$ cat config.mk
export PLATFORM = sky130hd
export DESIGN_NAME = play_jtag_vector_seq
export DESIGN_NICKNAME = d
export VERILOG_FILES = /design/src/rtl/play_jtag_pkg.sv /design/src/rtl/play_jtag_vector_seq_jtag_req_sync.sv /design/src/rtl/play_jtag_vector_seq.sv
export SDC_FILE = /design/constraint.sdc
export NUM_CORES = 1
export LEC_CHECK = 0
export ABC_AREA = 1
export CORE_AREA = 8 8 171 173
export DETAILED_ROUTE_END_ITERATION = 8
export DIE_AREA = 0 0 179 181
export GPL_TIMING_DRIVEN = 0
export PLACE_DENSITY = 0.59
export SLEW_MARGIN = 30
export SYNTH_ARGS = -nofsm -noshare
export SYNTH_HDL_FRONTEND = slang
export SYNTH_SLANG_ARGS = --single-unit
$ cat constraint.sdc
create_clock -name clk -period 6 [get_ports clk]
set_clock_uncertainty 0.15 [all_clocks]
set_input_delay 1.2 -clock clk [delete_from_list [all_inputs] [get_ports clk]]
set_output_delay 1.2 -clock clk [all_outputs]
set_load 0.02 [all_outputs]
$ cat src/rtl/play_jtag_pkg.sv
// play_jtag_pkg: shared state encoding, symbol bit positions and word geometry helper.
package play_jtag_pkg;
  typedef enum logic [2:0] {S_IDLE, S_FETCH, S_WAIT_REQ, S_HOLD, S_WRITE, S_DONE} state_e;
  localparam int TMS_BIT = 1;
  localparam int TDI_BIT = 0;
  function automatic int spw(input int word_w, input int sym_w);
    return word_w / sym_w;
  endfunction
endpackage

$ cat src/rtl/play_jtag_vector_seq_jtag_req_sync.sv
// jtag_req_sync: STAGES-deep flop synchroniser for asynchronous driver-side signals.
module jtag_req_sync #(
  parameter int STAGES = 2
) (
  input  logic clk,
  input  logic rst_n,
  input  logic d,
  output logic q
);
  logic [STAGES-1:0] sync_q, sync_d;
  always_comb sync_d = {sync_q[STAGES-2:0], d};
  always_ff @(posedge clk or negedge rst_n) begin
    if (!rst_n) sync_q <= '0;
    else sync_q <= sync_d;
  end
  assign q = sync_q[STAGES-1];
endmodule

$ cat src/rtl/play_jtag_vector_seq.sv
// play_jtag_vector_seq: plays {TMS,TDI} symbols from vector RAM to the JTAG driver over a 4-phase handshake.
// Optional TDO capture back into RAM is enabled by defining PLAY_JTAG_TDO_CAPTURE_EN.
module play_jtag_vector_seq
  import play_jtag_pkg::*;
#(
  parameter int ADDR_W      = 12,
  parameter int WORD_W      = 8,
  parameter int SYM_W       = 2,
  parameter int CNT_W       = 16,
  parameter int SYNC_STAGES = 2,
  parameter int CAP_BASE    = 0
) (
  input  logic              clk,
  input  logic              rst_n,
  input  logic              start,
  input  logic              abort,
  input  logic [CNT_W-1:0]  vector_start,
  input  logic [CNT_W-1:0]  vector_end,
  input  logic [CNT_W-1:0]  vector_number_repeat,
  input  logic [CNT_W-1:0]  adc_start_delay,
  output logic [ADDR_W-1:0] mem_addr,
  input  logic [WORD_W-1:0] mem_rd_data,
  output logic              mem_we,
  output logic [WORD_W-1:0] mem_wr_data,
  input  logic              get_next_data,
  input  logic              tdo,
  output logic [SYM_W-1:0]  vector_data,
  output logic              data_ready,
  output logic              wait_state,
  output logic              busy,
  output logic              done,
  output logic              adc_start,
  output logic              adc_sequence_one
);
  localparam int SPW = spw(WORD_W, SYM_W);
  localparam logic [CNT_W-1:0] SPW_C = CNT_W'(SPW);
  localparam logic [CNT_W-1:0] SYM_C = CNT_W'(SYM_W);
  state_e state_q, state_d, nxt;
  logic [CNT_W-1:0] idx_q, idx_d, pass_q, pass_d, vs_q, vs_d, ve_q, ve_d, passes_q, passes_d, delay_q, delay_d;
  logic [WORD_W-1:0] word_q, word_d;
  logic [SYM_W-1:0] vector_data_q, vector_data_d, sym;
  logic data_ready_q, data_ready_d, adc_start_q, adc_start_d, fcnt_q, fcnt_d;
  logic req_s, at_end, finish, crosses;
  jtag_req_sync #(.STAGES(SYNC_STAGES)) u_req_sync (.clk(clk), .rst_n(rst_n), .d(get_next_data), .q(req_s));
`ifdef PLAY_JTAG_TDO_CAPTURE_EN
  localparam int BIT_W = $clog2(WORD_W);
  logic tdo_s;
  logic [WORD_W-1:0] cap_sr_q, cap_sr_d;
  logic [BIT_W-1:0] cap_cnt_q, cap_cnt_d;
  logic [ADDR_W-1:0] cap_idx_q, cap_idx_d;
  state_e ret_q, ret_d;
  jtag_req_sync #(.STAGES(SYNC_STAGES)) u_tdo_sync (.clk(clk), .rst_n(rst_n), .d(tdo), .q(tdo_s));
  assign mem_we      = state_q == S_WRITE;
  assign mem_wr_data = cap_sr_q;
  assign mem_addr    = mem_we ? ADDR_W'(CAP_BASE) + cap_idx_q : ADDR_W'(idx_q / SPW_C);
  always_ff @(posedge clk or negedge rst_n) begin
    if (!rst_n) begin
      cap_sr_q  <= '0;
      cap_cnt_q <= '0;
      cap_idx_q <= '0;
      ret_q     <= S_IDLE;
    end else begin
      cap_sr_q  <= cap_sr_d;
      cap_cnt_q <= cap_cnt_d;
      cap_idx_q <= cap_idx_d;
      ret_q     <= ret_d;
    end
  end
`else
  logic unused_cfg;
  assign unused_cfg  = ^{tdo, 32'(CAP_BASE)};
  assign mem_we      = 1'b0;
  assign mem_wr_data = '0;
  assign mem_addr    = ADDR_W'(idx_q / SPW_C);
`endif
  assign sym     = SYM_W'(word_q >> (SYM_C * (idx_q % SPW_C)));
  assign at_end  = idx_q == ve_q;
  assign finish  = at_end && (pass_q + CNT_W'(1) == passes_q);
  assign crosses = ((idx_q + CNT_W'(1)) % SPW_C) == '0;
  assign nxt     = finish ? S_DONE : (at_end || crosses) ? S_FETCH : S_WAIT_REQ;
  always_comb begin
    state_d       = state_q;
    idx_d         = idx_q;
    pass_d        = pass_q;
    vs_d          = vs_q;
    ve_d          = ve_q;
    passes_d      = passes_q;
    delay_d       = delay_q;
    word_d        = word_q;
    vector_data_d = vector_data_q;
    data_ready_d  = data_ready_q;
    adc_start_d   = 1'b0;
    fcnt_d        = 1'b0;
`ifdef PLAY_JTAG_TDO_CAPTURE_EN
    cap_sr_d      = cap_sr_q;
    cap_cnt_d     = cap_cnt_q;
    cap_idx_d     = cap_idx_q;
    ret_d         = ret_q;
`endif
    case (state_q)
      S_IDLE, S_DONE: if (start) begin
        vs_d     = vector_start;
        ve_d     = vector_end;
        passes_d = vector_number_repeat == '0 ? CNT_W'(1) : vector_number_repeat;
        delay_d  = adc_start_delay;
        idx_d    = vector_start;
        pass_d   = '0;
        state_d  = vector_end < vector_start ? S_DONE : S_FETCH;
`ifdef PLAY_JTAG_TDO_CAPTURE_EN
        cap_sr_d  = '0;
        cap_cnt_d = '0;
        cap_idx_d = '0;
`endif
      end
      // first cycle lets the RAM register the address, second latches its data
      S_FETCH: begin
        fcnt_d = ~fcnt_q;
        if (fcnt_q) begin
          word_d  = mem_rd_data;
          state_d = S_WAIT_REQ;
        end
      end
      S_WAIT_REQ: if (req_s && !data_ready_q) begin
        vector_data_d = sym;
        data_ready_d  = 1'b1;
        adc_start_d   = (idx_q - vs_q) == delay_q;
        state_d       = S_HOLD;
      end
      S_HOLD: if (!req_s) begin
        data_ready_d = 1'b0;
        state_d      = nxt;
        if (at_end) begin
          idx_d = vs_q;
          if (!finish) pass_d = pass_q + CNT_W'(1);
        end else idx_d = idx_q + CNT_W'(1);
`ifdef PLAY_JTAG_TDO_CAPTURE_EN
        cap_sr_d[cap_cnt_q] = tdo_s;
        cap_cnt_d           = cap_cnt_q + BIT_W'(1);
        if (finish || cap_cnt_q == BIT_W'(WORD_W - 1)) begin
          state_d = S_WRITE;
          ret_d   = nxt;
        end
`endif
      end
`ifdef PLAY_JTAG_TDO_CAPTURE_EN
      S_WRITE: begin
        cap_idx_d = cap_idx_q + ADDR_W'(1);
        cap_sr_d  = '0;
        cap_cnt_d = '0;
        state_d   = ret_q;
      end
`endif
      default: state_d = S_IDLE;
    endcase
    if (abort) begin
      state_d      = S_IDLE;
      data_ready_d = 1'b0;
      adc_start_d  = 1'b0;
    end
  end
  always_ff @(posedge clk or negedge rst_n) begin
    if (!rst_n) begin
      state_q       <= S_IDLE;
      idx_q         <= '0;
      pass_q        <= '0;
      vs_q          <= '0;
      ve_q          <= '0;
      passes_q      <= '0;
      delay_q       <= '0;
      word_q        <= '0;
      vector_data_q <= '0;
      data_ready_q  <= 1'b0;
      adc_start_q   <= 1'b0;
      fcnt_q        <= 1'b0;
    end else begin
      state_q       <= state_d;
      idx_q         <= idx_d;
      pass_q        <= pass_d;
      vs_q          <= vs_d;
      ve_q          <= ve_d;
      passes_q      <= passes_d;
      delay_q       <= delay_d;
      word_q        <= word_d;
      vector_data_q <= vector_data_d;
      data_ready_q  <= data_ready_d;
      adc_start_q   <= adc_start_d;
      fcnt_q        <= fcnt_d;
    end
  end
  assign vector_data      = vector_data_q;
  assign data_ready       = data_ready_q;
  assign adc_start        = adc_start_q;
  assign wait_state       = state_q == S_WAIT_REQ;
  assign done             = state_q == S_DONE;
  assign busy             = !(state_q == S_IDLE || state_q == S_DONE);
  assign adc_sequence_one = busy && pass_q == '0;
endmodule

## Yosys cells after proc, flatten, opt, wreduce, memory -nomap -nowiden

Index checks and enable logic that the tools add are counted.
W data, S select, Z words.

| word-level totals | value |
|---|---|
| bits in registers | 114 |
| input bits | 78 |
| output and inout bits | 29 |

| cells by class | value |
|---|---|
| add/sub/neg operators | 3 |
| magnitude comparators | 1 |
| equality and inequality tests | 15 |
| shift operators | 1 |
| muxes and demuxes | 27 |
| bitwise logic cells | 1 |
| reduce and logical (&&, ||, !) cells | 21 |

Operator list:

| cell | count |
|---|---|
| $mux W16 | 8 |
| $pmux W16 S2 | 2 |
| $eq A16 B16 Y1 | 3 |
| $logic_not A16 Y1 | 3 |
| $add A16 B1 Y16 const B | 2 |
| $mux W3 | 7 |
| $lt A16 B16 Y1 | 1 |
| $sub A16 B16 Y16 | 1 |
| $pmux W3 S4 | 1 |
| $ne A3 B3 Y1 const B | 3 |
| $ne A2 B2 Y1 const B | 4 |
| $shr A8 B3 Y2 | 1 |
| $mux W1 | 7 |
| $eq A3 B2 Y1 const B | 2 |
| $reduce_and A2 Y1 | 3 |
| $reduce_and A3 Y1 | 2 |
| $reduce_and A5 Y1 | 1 |
| $reduce_and A4 Y1 | 1 |
| $eq A3 B1 Y1 const B | 1 |
| $eq A3 B3 Y1 const B | 1 |
| $logic_and A1 B1 Y1 | 3 |
| $logic_not A3 Y1 | 1 |
| $ne A3 B2 Y1 const B | 1 |
| $reduce_bool A3 Y1 | 1 |
| other kinds (7) | 9 |

## Logic depth before layout (Yosys ltp)

Gate-level depths: netlist of the first run.

| logic depth | value |
|---|---|
| word-level depth | 8 |
| mapped depth | 16 |

## Cells and area by module

Synthesis of the first run repeated with hierarchy kept, for this count alone.

| second synthesis, totals | value |
|---|---|
| cells, all modules | 1039 |
| area total of the unflattened synthesis | 7592.3 um^2 |

Modules (own cells, without submodules):

| module | instances | cells each | area an instance (um^2) | sequential area each (um^2) |
|---|---|---|---|---|
| play_jtag_vector_seq | 1 | 1037 | 7542.2 | 2802.7 |
| jtag_req_sync | 1 | 2 | 50.0 | 50.0 |

## Worst setup path before layout of the first run

OpenSTA, ideal clock, no wires.

| path | value |
|---|---|
| path kind | register to output |
| start point | register pass_q[7] |
| end point | output adc_sequence_one |
| arrival | 1.477 ns |
| setup slack | 3.173 ns |
| cell stages (with the launch flop) | 5 |
| path through | dfrtp_1 -> buf_2 -> nor4_1 -> nand4_1 -> nor4_1 |

| between the ends | value |
|---|---|
| longest elaborated chain between the ends | 2 |

Ends and longest elaborated chain:

| item | line | RTL |
|---|---|---|
| start, declared | play_jtag_vector_seq.sv:39 | `logic [CNT_W-1:0] idx_q, idx_d, pass_q, pass_d, vs_q, vs_d, ve_q, ve_d, passes_q, passes_d, delay_q, delay_d;` |
| start signal, assigned | play_jtag_vector_seq.sv:178 | `pass_q <= pass_d;` |
| $logic_not A16 Y1 | play_jtag_vector_seq.sv:196 | `assign adc_sequence_one = busy && pass_q == '0;` |
| $logic_and A1 B1 Y1 | play_jtag_vector_seq.sv:196 |  |
| end, declared | play_jtag_vector_seq.sv:33 | `output logic adc_sequence_one` |

Every way passes these cells.

## Worst setup path after layout of the first run

| path | value |
|---|---|
| start point | register state_q[0] |
| end point | output adc_sequence_one |

| between the ends | value |
|---|---|
| longest elaborated chain between the ends | 4 |

Ends and longest elaborated chain:

| item | line | RTL |
|---|---|---|
| start, declared | play_jtag_vector_seq.sv:38 | `state_e state_q, state_d, nxt;` |
| start signal, assigned | play_jtag_vector_seq.sv:176 | `state_q <= state_d;` |
| $eq A3 B3 Y1 or $logic_not A3 Y1 (tied branches) | play_jtag_vector_seq.sv:195 | `assign busy = !(state_q == S_IDLE \|\| state_q == S_DONE);` |
| $logic_or A1 B1 Y1 (*) | play_jtag_vector_seq.sv:195 |  |
| $logic_not A1 Y1 (*) | play_jtag_vector_seq.sv:195 |  |
| $logic_and A1 B1 Y1 (*) | play_jtag_vector_seq.sv:196 |  |

Every way passes the cells marked *; elsewhere a longest branch is shown, timed or not.

==> results.txt, run 1 <==
Worst Reg2Reg Path Length in Cells: 11
Final setup viols: 0
Row cnt: 60
Pwr/cell area: 534 nW/um2
Slew headroom: 37.1%
Largest net degree at the start of global routing: 59
R2R Path End: adc_start
Hold Slack: 208 ps
Die W: 179 um
Fin crit share: 62.2%
HP Start: u_req_sync.sync_q[0]
Core area: 26500 um2
Grt ovf: 0
Die Height: 181 um
Commonest cells post-synth: nand2_1, inv_1, dfrtp_1
Most used flip-flop cell after synthesis: dfrtp_1
Post-layout min period: 3730 ps
Post-synth EDFFs: 0
First-pass GRT wire length: 38700 um
Ys Warns: 0
RSZ-0062 raised after global routing: false
Slew Limit Fails: 0
DRC Markers: 0
CP dominant cell by count: nand2_1
WHS Endpoint: u_req_sync.sync_q[1]
Filler Cells Inserted: 2795
Pre-CTS setup slack: 2540 ps
Synth-to-Final Area Change: 28.1%
DRT antenna net count: 0
ANT cells: 0
Worst VDD drop: 265 uV
Dpl hpwl: 18600 um
Tightest Hold Check Type: flip-flop to flip-flop
Post-layout total power: 5.20 mW
Avg Vias per Cell: 4.71
Final wirelength: 24200 um
Post-CTS Resized: 0
Port bufs: 96
Drt first pass iters: 5
Htree depth: 4
Die footprint: 32400 um2
Synth cell types: 44
Initial Util: 28.7%
Root Buffer Master: clkbuf_16
Worst Setup Path Type: flip-flop to output pin
WL/cell: 15.8 um
CTS Hold Bufs: 0
Share of cells above drive strength 1: 7.78%
Vias: 7238
Vias in the first global route: 7172
Final #Nets: 1295
Post-synthesis async set-or-reset flop share: 100%
Critical Path, Cell by Cell: inv_1 > nor2_1 > nand2_1 > nand2_1 > nor4_1 > clkdlybuf4s50_1
Slowest stage delay, CP: 690 ps
Fin. Hold Viols: 0
Post-CTS Setup Inserts: 0
Max Clock Freq: 268 MHz
Hold path cells: 0
Mean Syn Cell Area: 7.18 um2
Critical path data arrival time: 2380 ps
Worst R2R Start: idx_q[1]
Slowest cell on crit path: clkdlybuf4s50_1
Register bit count reported by yosys: 114
CTS max path bufs: 2
Mapped Cells: 1059
Worst Path Required: 4650 ps
FF-to-FF setup slack: 3160 ps
Status: complete, no violations
Setup slack after layout: 2270 ps
CP Capture Type: output pin
Tightest Pin Transition: 943 ps
Dominant cell type by area after synthesis: dfrtp_1
Max Cap Violations: 0
I/O pin total: 107
Pleak: 4.75 nW
CTS Buf Count: 17
Sequential cell area fraction in the yosys report: 37.5%
Share of the synthesized area in the top cell type: 37.5%
Crit-path max FO: 4
Synth top area cells: dfrtp_1, nand2_1, inv_1, ha_1, o21ai_0
GRT Total Usage: 15.3%
Startpoint types: flip-flop
DR iter-0 viols: 495
Clk sink count: 114
Clk_lat worst skew: 430 ps
Setup TNS: 0 ps
Clock-pin slew on the worst setup and hold paths: 60 ps
Clock tree from TritonCTS: yes
Post-Syn Area: 7600 um2
Count leader, synth: nand2_1
GPL Wtd Cong: 0.884
Initial antenna violation count: 0
[flip-flops by register name (all words and copies together), names as in the netlist]
signal	count
word_q	8
delay_q	16
ve_q	16
vector_data	2
u_req_sync.sync_q	2
pass_q	16
fcnt_q	1
idx_q	16
adc_start	1
vs_q	16
passes_q	16
data_ready	1
state_q	3
[report_power, final]
| group | total [mW] | switching, mW | leakage (nW) | internal (mW) |
|---|---|---|---|---|
| registers | 1.36 | 0.273 | 1.40 | 1.09 |
| logic | 2.64 | 1.60 | 3.01 | 1.04 |
| clock network | 1.21 | 0.409 | 0.332 | 0.797 |
[layout by cell type (no fill, tap or decap), drive strengths merged, types with 2 or more instances in the layout]
cell type      instances
nand3                 48
o221ai                 6
nand3b                14
a22oi                  9
clkdlybuf4s50         95
xor2                  27
nor3                   8
xnor2                 12
nand4                 19
nor2                  91
dfrtp                114
o21ai                 64
a21oi                 44
conb                   9
nor4                   5
o211ai                12
o21bai                 2
ha                    33
a211oi                 3
clkbuf                32
nand2                339
bufinv                 6
or2                    3
mux2                   4
a31oi                  5
a21o                   3
buf                   39
clkinv                 4
inv                  140
[layer usage]
metal	GRT usage, %	up-vias	wire length (um)
met5	0	-	0
met3	3.59	37	1580
met1	19.5	3356	10700
met2	24.9	222	11400
li1	-	3623	-
met4	4.90	0	556
[kinds of logic (layout without fill, tap and decap cells)]
group | count (synthesis) | after routing | synth area share (%)
simple gates | 529 | 529 | 29.6
mux | 4 | 4 | 0.592
fa+ha+maj | 34 | 34 | 5.69
buf+inv | 188 | 317 | 10.6
other cells | 1 | 9 | 0.0493
xor+xnor | 40 | 40 | 4.79
compound gates | 149 | 149 | 11.2
flops | 114 | 114 | 37.5
[worst max-delay path, delay by kind of cell (launching register included)]
family	cells	cell delay (ps)
AND/OR/NAND/NOR	4	780
flip-flops	1	370
buffers and inverters	2	800
[worst max-delay path by stage]
stage / start / end / slack (ps) / cells past startpoint
floorplan: pass_q[7] / adc_sequence_one / 3170 / 4
global placement: rst_n / delay_q[11] / -1200 / 1
detailed placement: vector_start[3] / state_q[2] / 2540 / 11
CTS: state_q[0] / adc_sequence_one / 2250 / 6
global route: state_q[0] / adc_sequence_one / 2090 / 6
finish: state_q[0] / adc_sequence_one / 2270 / 6
[through the flow]
stage               util [%]  area [um2]  cells
floorplan                  -        7630   1067
global placement        34.0        9020   1504
detailed placement      34.2        9050   1505
CTS                     36.8        9740   1537
global route            36.8        9740   1537
finish                  36.8        9740   1537
[cell type report]
class                      count  area, um2  share of cell area [%]
buffer                        51        290                    2.98
clock inverter                14        249                    2.56
clock buffer                  18        439                    4.51
multi-input combinational    765       3980                    40.8
timing repair buffer          97        993                    10.2
sequential                   114       2850                    29.3
inverter                     137        514                    5.28
tap                          341        427                    4.38
(Power assumes the default switching activity.)
==> inputs of run 2 (changes only) <==
- clock period: 6 -> 3.9 ns (I/O delays scaled with it)
==> results of run 2 <==
The final DEF is identical to that of run 1. Status: complete, no violations.
Main changes from that run: setup slack after placement 2540 ps -> 857 ps; setup slack after layout 2270 ps -> 589 ps; hold slack 208 ps -> 117 ps; register-to-register setup slack 3160 ps -> 1060 ps; total power 5.20 mW -> 8.01 mW; worst IR drop on VDD 265 uV -> 407 uV
==> patch 1: new RTL, settings of run 1 <==
The option `PLAY_JTAG_TDO_CAPTURE_EN` is turned on by a define.
--- a/src/rtl/play_jtag_vector_seq.sv
+++ b/src/rtl/play_jtag_vector_seq.sv
@@ -1,4 +1,6 @@
 // play_jtag_vector_seq: plays {TMS,TDI} symbols from vector RAM to the JTAG driver over a 4-phase handshake.
 // Optional TDO capture back into RAM is enabled by defining PLAY_JTAG_TDO_CAPTURE_EN.
+`define PLAY_JTAG_TDO_CAPTURE_EN
+
 module play_jtag_vector_seq
   import play_jtag_pkg::*;
Formal check against the unedited RTL: not equivalent (a bounded check fails within 10 cycles, from zero or initial values and one cycle with rst_n low).
==> patch 1 against run 1 <==
- area after synthesis up 16%
- via count up 16%
- routed wire length up 15%
- sequential share of layout area up 3.1 points
- total power up 5.6%
- synthesized cell count up 14%
- core utilization up 4.6 points
- sequential cell count up 28
- die area unchanged
- worst setup slack worse by 560 ps
- cell area up 13%
- critical endpoint is now mem_addr[0]
- largest cell class unchanged
- largest power group unchanged
- highest routed layer unchanged
==> patch 1: results (changes against run 1) <==
outcome - finished clean
DR pass1 iterations - 5 (unchanged)
met3 usage - 3.84% (+0.25 points)
Critical Path Max Stage Delay - 660 ps (-30 ps)
n_diodes - 0 (unchanged)
P_leak - 5.13 nW (+8.0%)
met3 wire len - 1580 microns (-0.44%)
share of cells above drive strength 1 - 4.81% (-3.0 points)
Repair and plain buffers - 149 (+0.68%)
Global Route met1 Usage - 21.9% (+2.4 points)
Syn Area/Cell - 7.30 sq um (+1.7%)
minimum clock period - 4300 ps (+564 ps)
Via Count - 8395 (+16%)
DP Area - 10400 sq um (+15%)
Largest delay share family, worst path - buffers and inverters
pre-CTS WS - 2160 ps (-379 ps)
GRT Total Usage - 17.5% (+2.2 points)
register-to-register path setup slack - 2870 ps (-290 ps)
Post-Route M1 WL - 12200 microns (+14%)
first-pass GRT wire length - 44600 microns (+15%)
fillers - 2741 (-1.9%)
global-route met2 utilization - 29.4% (+4.5 points)
Top Layer Used - met4
VDD IR-drop max - 0.225 mV (-15%)
RR Startpoint - idx_q[0]
Inverters, non-clock - 141 (+2.9%)
routed length on met2 - 13500 microns (+19%)
multi-input logic area - 4580 sq um (+15%)
worst skew pair latency - 430 ps (about the same)
portion of netlist area occupied by mux cells - 0.637% (+0.045 points)
power per cell area - 501 nW/um^2 (-6.2%)
multi-input gate count - 886 (+16%)
port bufs - 106 (+10%)
largest net degree at the start of global routing - 79 (+34%)
Clock buffer cells - 19 (+1)
GP Congestion - 0.881 (-0.36%)
Worst EP arrival - 2950 ps (+570 ps)
Non-Filler Instances - 1691 (+10%)
Starting DRT DRC Count - 582 (+18%)
Synth Area in Compound Gates - 12.9% (+1.7 points)
top cells by area, synth - dfrtp_1 40%, nand2_1 15%, o21ai_0 6.3%, inv_1 5.9%, ha_1 5.1%
nets@finish - 1452 (+12%)
Post-DP HPWL - 21100 microns (+14%)
adder-cell share of the synthesized area - 5.32% (-0.37 points)
most frequent cells after synthesis - 358 x nand2_1, 142 x dfrtp_1, 138 x inv_1
Setup crit end - mem_addr[0]
Synth Area in XOR/XNOR - 5.05% (+0.27 points)
Critical Path Source - state_q[1]
sequential share of the synthesized area - 40.2% (+2.7 points)
Avg WL per Cell - 16.5 microns (+4.9%)
buffering overhead - 11.8% (-1.4 points)
ClkCell Share - 5.32% (-1.7 points)
CP max FO - 10 (+6)
Seq cells post-synth - 142 (+25%)
fraction of area in registers - 32.4% (+3.1 points)
==> patch 1: how the worst min path moves through the flow <==
stage | from | cells past startpoint | to | slack [ps]
after global routing | u_tdo_sync.sync_q[0] | 0 | u_tdo_sync.sync_q[1] | 210
after global placement | u_tdo_sync.sync_q[0] | 0 | u_tdo_sync.sync_q[1] | 180
after CTS | u_tdo_sync.sync_q[0] | 0 | u_tdo_sync.sync_q[1] | 200
after detailed placement | u_tdo_sync.sync_q[0] | 0 | u_tdo_sync.sync_q[1] | 190
final | u_tdo_sync.sync_q[0] | 0 | u_tdo_sync.sync_q[1] | 200
after floorplan | u_req_sync.sync_q[0] | 0 | u_req_sync.sync_q[1] | 180
==> patch 1: where the power goes <==
group,switching (W),leakage [nW],internal [W]
logic,0.00179,3.05,0.00109
registers,0.000265,1.79,0.00129
clock network,0.000465,0.284,0.000603
total,0.00252,5.13,0.00297
==> patch 2: new RTL, config.mk and constraints of run 1 <==
Without the edit above. The 6 states of `state_e` get a one-hot encoding in 6 bits.
--- a/src/rtl/play_jtag_pkg.sv
+++ b/src/rtl/play_jtag_pkg.sv
@@ -1,5 +1,5 @@
 // play_jtag_pkg: shared state encoding, symbol bit positions and word geometry helper.
 package play_jtag_pkg;
-  typedef enum logic [2:0] {S_IDLE, S_FETCH, S_WAIT_REQ, S_HOLD, S_WRITE, S_DONE} state_e;
+  typedef enum logic [5:0] {S_IDLE = 6'b000001, S_FETCH = 6'b000010, S_WAIT_REQ = 6'b000100, S_HOLD = 6'b001000, S_WRITE = 6'b010000, S_DONE = 6'b100000} state_e;
   localparam int TMS_BIT = 1;
   localparam int TDI_BIT = 0;
Formal check against the unedited RTL: same outputs for any inputs over 4 cycles, from zero or initial values and one cycle with rst_n low; so few cycles prove little.
==> patch 2 against run 1 <==
- cell area is 0.71% higher
- worst setup slack worse by 160 ps
- die area stayed put
- count of clock-buffer cells in the layout is 5 higher
- core utilization is 0.26 points higher
- area after synthesis is 2.9% higher
- worst hold slack better by 4.1 ps
- global-route usage is 0.19 points lower
- clock power is 21% lower
- total power is 2.5% lower
- via count is 0.88% lower
- routed wire length is 1.6% lower
- sequential cell count is 2 higher
- critical path type unchanged
==> patch 2: results (changes against run 1) <==
reg2reg path depth - 17 (+6)
Post-DP HPWL - 18400 microns (-0.72%)
share of cells above drive strength 1 - 10.6% (+2.9 points)
Critical Path Source - state_q[0]
Clock group - 0.000950 W (-21%)
first-pass GRT wire length - 38400 microns (-0.78%)
CP max FO - 5 (+1)
nets@finish - 1267 (-2.2%)
hold_ws - 213 ps (+4.12 ps)
DP Cell Count - 1477 (-1.9%)
Via density - 4.76 (+1.2%)
vias in the first global route - 7019 (-2.1%)
RR Startpoint - idx_q[0]
initial antenna violation count - 1 (+1)
Top Layer Used - met5
Syn Inst Count - 1031 (-2.6%)
Non-Filler Instances - 1506 (-2.0%)
Final Cycle Share - 64.8% (+2.7 points)
clock root buffer - clkbuf_16
Global Route met1 Usage - 20.8% (+1.3 points)
combinational share of power - 53.8% (+3.1 points)
Worst-Margin Slew - 860 ps (-83.7 ps)
Starting DRT DRC Count - 429 (-13%)
largest net degree at the start of global routing - 72 (+22%)
register-to-register path setup slack - 2940 ps (-220 ps)
met3 wire len - 1540 microns (-2.8%)
outcome - finished clean
GRT Total Usage - 15.1% (-0.19 points)
Cell variety after synth - 50 (+14%)
DP Area - 9280 sq um (+2.5%)
most frequent cells after synthesis - 275 x nand2_1, 115 x dfrtp_1, 114 x inv_1
top cells by area, synth - dfrtp_1 37%, nand2_1 13%, inv_1 5.5%, ha_1 5.3%, mux2_2 4.9%
Worst EP arrival - 2540 ps (+160 ps)
routed length on met2 - 10500 microns (-7.3%)
Avg WL per Cell - 15.8 microns (+0.40%)
global-route met2 utilization - 22.6% (-2.3 points)
P_leak - 4.65 nW (-2.0%)
met3 usage - 4.02% (+0.44 points)
Final Hold Viols - 0 (unchanged)
power per cell area - 517 nW/um^2 (-3.1%)
sequential share of the synthesized area - 37.1% (-0.42 points)
VDD IR-drop max - 0.207 mV (-22%)
==> patch 2: cell count changes in the layout (fill, tap and decap cells not counted), sizes merged, moves of 11 or more <==
cell / delta
a21oi: +15
inv: -21
mux2: +30
nand2: -60
nand3: +25
nand3b: -11
o21ai: -18
==> patch 2: worst max-delay path: stages, from the launching register on <==
cell and delay (ps):
dfstp_2 560, xor2_1 70, nand3_1 180, inv_1 190
nor4_1 420, clkdlybuf4s50_1 690
==> patch 2: cell type report <==
type	instances	area [sq um]
inverters	121	459
multi-input cells	752	4200
plain buffers	50	292
repair buffers	97	993
clock buffers	23	478
flip-flops and latches	116	2900
fillers	2737	16700
clock inverters	6	55.1
well taps	341	427
==> patch 2: cells by family after synthesis <==
logic type               Yosys count  synth area share, %
multiplexers                      34                 4.89
AND/OR/NAND/NOR                  489                 27.1
adder cells (fa/ha/maj)           34                 5.53
buffers and inverters            171                 9.59
other                              1               0.0479
flip-flops                       116                 37.1
XOR/XNOR                          47                 5.61
AO/OA/AOI/OAI                    139                 10.1
